===== src/rtl/mem_arbiter.sv =====
// -----------------------------------------------------------------------------
// mem_arbiter
//
// Sequences a single-ported instruction/data RAM between the fetch stage and
// the load/store stage. Exactly one transaction is in flight at a time:
//
//   IDLE -> ACCESS -> (WAIT x MEM_LAT for reads) -> RESP -> IDLE
//
// Requests, grant, address and store data are captured in IDLE, so the
// requesters may change or drop their inputs once granted without affecting
// the transaction. Data requests win over fetch, except that a fetch always
// wins straight after a data grant, so neither side can be starved.
//
// Parameters
//   ADDR_W   word-address width shared by fetch, data and RAM ports
//   DATA_W   data/instruction width
//   MEM_LAT  cycles from the mem_ren cycle to valid mem_rdata (1..4)
//
// Ports
//   i_clk         rising-edge clock
//   i_rst         synchronous, active-high reset
//   i_if_req      fetch request (level, held until o_if_ready)
//   i_if_addr     fetch word address
//   o_if_instr    fetched instruction, valid with o_if_ready, held afterwards
//   o_if_ready    one-cycle pulse: o_if_instr is valid
//   o_pc_enable   identical to o_if_ready; the PC may advance
//   i_dm_read     load request (level, held until o_dm_done)
//   i_dm_write    store request (level, held until o_dm_done)
//   i_dm_addr     data word address
//   i_dm_wdata    store data
//   o_dm_rdata    load data, valid with o_dm_done after a load, held afterwards
//   o_dm_done     one-cycle pulse: load or store completed
//   o_mem_addr    RAM address (0 outside ACCESS)
//   o_mem_ren     RAM read enable
//   o_mem_wen     RAM write enable
//   o_mem_wdata   RAM write data (0 outside a store ACCESS)
//   i_mem_rdata   RAM read data
//   o_busy        high whenever the FSM is not in IDLE
// -----------------------------------------------------------------------------
module mem_arbiter #(
   parameter int unsigned ADDR_W  = 5,
   parameter int unsigned DATA_W  = 32,
   parameter int unsigned MEM_LAT = 1
) (
   input  logic              i_clk,
   input  logic              i_rst,
   // fetch port
   input  logic              i_if_req,
   input  logic [ADDR_W-1:0] i_if_addr,
   output logic [DATA_W-1:0] o_if_instr,
   output logic              o_if_ready,
   output logic              o_pc_enable,
   // load/store port
   input  logic              i_dm_read,
   input  logic              i_dm_write,
   input  logic [ADDR_W-1:0] i_dm_addr,
   input  logic [DATA_W-1:0] i_dm_wdata,
   output logic [DATA_W-1:0] o_dm_rdata,
   output logic              o_dm_done,
   // RAM port
   output logic [ADDR_W-1:0] o_mem_addr,
   output logic              o_mem_ren,
   output logic              o_mem_wen,
   output logic [DATA_W-1:0] o_mem_wdata,
   input  logic [DATA_W-1:0] i_mem_rdata,
   // status
   output logic              o_busy
);

   // Down-counter only has to hold MEM_LAT-1 (at most 3).
   localparam int unsigned CNT_W = (MEM_LAT > 1) ? $clog2(MEM_LAT) : 1;
   localparam logic [CNT_W-1:0] CNT_LOAD = CNT_W'(MEM_LAT - 1);

   typedef enum logic [1:0] {
      StIdle,
      StAccess,
      StWait,
      StResp
   } state_t;

   state_t r_state;
   state_t w_state_next;

   // Transaction context captured in IDLE.
   logic              r_last_data;  // last grant went to the data port
   logic              r_gnt_data;   // current transaction belongs to the data port
   logic              r_is_write;   // current transaction is a store
   logic [ADDR_W-1:0] r_addr;
   logic [DATA_W-1:0] r_wdata;
   logic [CNT_W-1:0]  r_cnt;
   logic [DATA_W-1:0] r_if_instr;
   logic [DATA_W-1:0] r_dm_rdata;

   // Arbitration
   logic w_dm_req;
   logic w_grant_data;
   logic w_grant_fetch;
   logic w_grant_any;
   logic w_capture;

   assign w_dm_req      = i_dm_read | i_dm_write;
   // A pending fetch always beats data right after a data grant.
   assign w_grant_data  = w_dm_req & ~(r_last_data & i_if_req);
   assign w_grant_fetch = i_if_req & ~w_grant_data;
   assign w_grant_any   = w_grant_data | w_grant_fetch;

   // Read data is valid in the last WAIT cycle.
   assign w_capture = (r_state == StWait) && (r_cnt == '0);

   // FSM state register
   always_ff @(posedge i_clk) begin
      if (i_rst) begin
         r_state <= StIdle;
      end else begin
         r_state <= w_state_next;
      end
   end

   // FSM next state and RAM/handshake outputs
   always_comb begin
      w_state_next = r_state;
      o_mem_addr   = '0;
      o_mem_ren    = 1'b0;
      o_mem_wen    = 1'b0;
      o_mem_wdata  = '0;
      o_if_ready   = 1'b0;
      o_dm_done    = 1'b0;

      unique case (r_state)
         StIdle: begin
            if (w_grant_any) begin
               w_state_next = StAccess;
            end
         end

         StAccess: begin
            o_mem_addr = r_addr;
            if (r_is_write) begin
               o_mem_wen    = 1'b1;
               o_mem_wdata  = r_wdata;
               w_state_next = StResp;
            end else begin
               o_mem_ren    = 1'b1;
               w_state_next = StWait;
            end
         end

         StWait: begin
            if (r_cnt == '0) begin
               w_state_next = StResp;
            end
         end

         StResp: begin
            if (r_gnt_data) begin
               o_dm_done = 1'b1;
            end else begin
               o_if_ready = 1'b1;
            end
            w_state_next = StIdle;
         end

         default: begin
            w_state_next = StIdle;
         end
      endcase
   end

   // Datapath: grant context, latency counter and read-data holding registers
   always_ff @(posedge i_clk) begin
      if (i_rst) begin
         r_last_data <= 1'b0;
         r_gnt_data  <= 1'b0;
         r_is_write  <= 1'b0;
         r_addr      <= '0;
         r_wdata     <= '0;
         r_cnt       <= '0;
         r_if_instr  <= '0;
         r_dm_rdata  <= '0;
      end else begin
         if ((r_state == StIdle) && w_grant_any) begin
            r_gnt_data  <= w_grant_data;
            r_last_data <= w_grant_data;
            // A simultaneous read+write is treated as a store only.
            r_is_write  <= w_grant_data & i_dm_write;
            r_addr      <= w_grant_data ? i_dm_addr : i_if_addr;
            r_wdata     <= i_dm_wdata;
         end

         if (r_state == StAccess) begin
            r_cnt <= CNT_LOAD;
         end else if ((r_state == StWait) && (r_cnt != '0)) begin
            r_cnt <= r_cnt - 1'b1;
         end

         if (w_capture) begin
            if (r_gnt_data) begin
               r_dm_rdata <= i_mem_rdata;
            end else begin
               r_if_instr <= i_mem_rdata;
            end
         end
      end
   end

   assign o_if_instr  = r_if_instr;
   assign o_dm_rdata  = r_dm_rdata;
   assign o_pc_enable = o_if_ready;
   assign o_busy      = (r_state != StIdle);

endmodule


===== config.mk =====
export PLATFORM = sky130hd
export DESIGN_NAME = mem_arbiter
export DESIGN_NICKNAME = d
export VERILOG_FILES = /design/src/rtl/mem_arbiter.sv
export SDC_FILE = /design/constraint.sdc
export NUM_CORES = 1
export LEC_CHECK = 0
export ABC_AREA = 1
export CORE_ASPECT_RATIO = 2
export CORE_MARGIN = 2
export CORE_UTILIZATION = 45
export CTS_BUF_LIST = sky130_fd_sc_hd__clkbuf_16
export DETAILED_ROUTE_END_ITERATION = 7
export PLACE_DENSITY = 0.9
export REMOVE_ABC_BUFFERS = 1
export SLEW_MARGIN = 40
export SYNTH_ARGS = -nofsm -noshare
export SYNTH_HDL_FRONTEND = slang
export SYNTH_SLANG_ARGS = --single-unit

===== constraint.sdc =====
create_clock -name i_clk -period 2.8 [get_ports i_clk]
set_input_delay 0.28 -clock i_clk [delete_from_list [all_inputs] [get_ports i_clk]]
set_output_delay 0.28 -clock i_clk [all_outputs]
set_load 0.02 [all_outputs]

==> impl_metrics.json <==
{
  "status": "finished, final reports clean",
  "grt_max_degree": 89,
  "slew_headroom_pct": 56.21,
  "slew_viol_final": 0,
  "path_max_fanout": 32,
  "finalHoldViolCount": 0,
  "cts_root_buffer": "clkbuf_16",
  "synth-main-ff-cell": "dfxtp_1",
  "io_pins": 186,
  "cts_buffer_depth": 2,
  "end_kind": "output port",
  "ctsHoldBuffers": 0,
  "gp_congestion": 0.8117,
  "synth_common_cells": "inv_1 (122), nor2_1 (117), dfxtp_1 (106)",
  "critPathLaunchType": "flop",
  "io_buffers": 185,
  "initial_core_util_pct": 46.17,
  "antenna_left": 0,
  "highest_layer": "met4",
  "post_cts_buffers": 0,
  "postLayoutCellArea_um2": 6457,
  "finalWirelength_um": 11680,
  "wl_per_cell_um": 13.38,
  "rows": 50,
  "regArea_um2": 2122,
  "path_clk_slew_ns": 0.07,
  "cts_num_sinks": 106,
  "grt_pass1_vias": 4044,
  "fillers": 743,
  "drt-met1-wl_um": 4093,
  "vias": 4206,
  "setup_viol": 0,
  "rsz0062_at_grt": "no",
  "first_iter_violations": 188,
  "async_flop_share_pct": 0,
  "antenna_found_initial": 0,
  "synthTopCellsByArea": "dfxtp_1 (49%), inv_1 (11%), o21ai_0 (10%), nor2_1 (10%), a21oi_1 (7.7%)",
  "via_per_inst": 4.818,
  "n_antenna_cell": 0,
  "grt_pass1_wl_um": 18360,
  "powerDensity_nw_per_um2": 802.2,
  "synth_area_per_cell_um2": 7.234,
  "cts_resized": 0,
  "multi_input_area_um2": 1560,
  "synth_top_area_share_pct": 48.97,
  "nets": 848,
  "hp-class": "flop to flop",
  "drv_cap": 0,
  "dr_wl_met2_um": 6467,
  "clk_latency_ns": 0.34,
  "htree_levels": 3,
  "die_area_um2": 10480,
  "hpwl_um": 8749,
  "layout-drive-gt1-share_pct": 3.381,
  "worst_pin_slew_ns": 0.6546,
  "p_leak_nw": 2.561,
  "die_w_um": 73.39,
  "grt-ovfl-total": 0,
  "timing.fmax_ghz": 0.3936,
  "die_h_um": 142.8,
  "wl_met3_um": 623,
  "place_area_um2": 6181,
  "setup.worst_path.class": "flop to output port",
  "synth-edff-count": 0,
  "yosysMostFrequentCell": "inv_1",
  "syn_inst": 599,
  "drc": 0,
  "grt_usage_pct": 22.32,
  "cts_tree": "yes",
  "synth_seq_cells": 106,
  "syn-cell-area_um2": 4333,
  "synth-seq-area-share_pct": 48.97,
  "fin_skew_ns": 0.01169,
  "peakVddDrop_v": 0.0004914,
  "design.core.area_um2": 9384,
  "min_period_ns": 2.541,
  "ys_warn_count": 0,
  "synth_cell_type_count": 22,
  "numCtsBuffers": 9,
  "drtPass1Iterations": 4,
  "required_ns": 2.52,
  "arrival_ns": 2.26,
  "fin_crit_sh_pct": 90.73,
  "synth_top_cell_by_area": "dfxtp_1",
  "tns_ns": 0,
  "area_delta_synth_final_pct": 49.03
}
[cells by family after synthesis]
kind of cell / synth area share (%)
buffers and inverters: 15.02
and+or+nand+nor: 15.36
AOI/OAI and AO/OA: 19.20
DFF: 48.97
adders and majority gates: 1.444
[flip-flops by register name, indices dropped and copies added, names as in the netlist]
register and cells:
o_if_instr 32, o_dm_rdata 32, r_is_write 1, r_gnt_data 1, r_wdata 32, r_addr 5, r_cnt 1, r_state 2
[cell type report]
type	instances	area share (%)
multi-input combinational	335	24.16
sequential	106	32.86
inverter	123	7.150
clock inverter	7	0.7944
tap	104	2.015
clock buffer	9	3.488
timing repair buffer	189	29.53
[metal layers]
layer  global-route usage [%]  vias to the layer above
li1                         -                     2165
met3                    4.728                       33
met1                    21.55                     1858
met4                    12.15                        0
met2                    42.01                      150
met5                        0                        -
[path summary, 6_finish.rpt]
kind / start / to / slack, ns / cells after the start
max: r_state[1]$_SDFFE_PP0P_ / o_mem_wdata[4] / 0.26 / 6
min: o_if_instr[4]$_SDFFE_PP0P_ / o_if_instr[4]$_SDFFE_PP0P_ / 0.44 / 2
max reg2reg: r_state[0]$_SDFFE_PP0P_ / o_dm_rdata[0]$_SDFFE_PP0P_ / 0.76 / 6
min reg2reg: o_if_instr[4]$_SDFFE_PP0P_ / o_if_instr[4]$_SDFFE_PP0P_ / 0.44 / 2
[where the power goes]
group          switching (mW)  internal, mW  leakage, nW
registers               0.205          1.89        0.869
logic                    1.12         0.805         1.56
clock network           0.554         0.610        0.136
total                    1.88          3.30         2.56
[placed cells by master (no fill, tap or decap), drive strengths merged]
cell type / count
ha: 5
nor4: 1
clkbuf: 9
nand4: 1
nor2: 118
nand3: 3
a21oi: 68
buf: 4
nand2: 42
clkdlybuf4s50: 185
o21ai: 96
dfxtp: 106
inv: 126
clkinv: 4
nand3b: 1
[worst max-delay path, stage by stage (launching register included)]
cell and delay [ns]:
dfxtp_1 0.34, inv_1 0.12, ha_1 0.31, nand2_1 0.10, buf_4 0.23, nor2_1 0.16
clkdlybuf4s50_1 0.65
[metrics by stage]
step | utilization, % | hold WS [ns] | std cells | setup slack, ns | power (mW)
after floorplan | - | 0.3491 | 564 | 0.8554 | 3.177
after global placement | 65.87 | 0.4300 | 857 | 0.6930 | 3.959
after detailed placement | 65.87 | 0.4355 | 857 | 0.6219 | 4.050
after CTS | 68.81 | 0.4463 | 873 | 0.2443 | 5.231
final | 68.81 | 0.4431 | 873 | 0.2595 | 5.180
after global routing | 68.81 | 0.4646 | 873 | 0.07896 | 5.526
(Power assumes the default switching activity.)
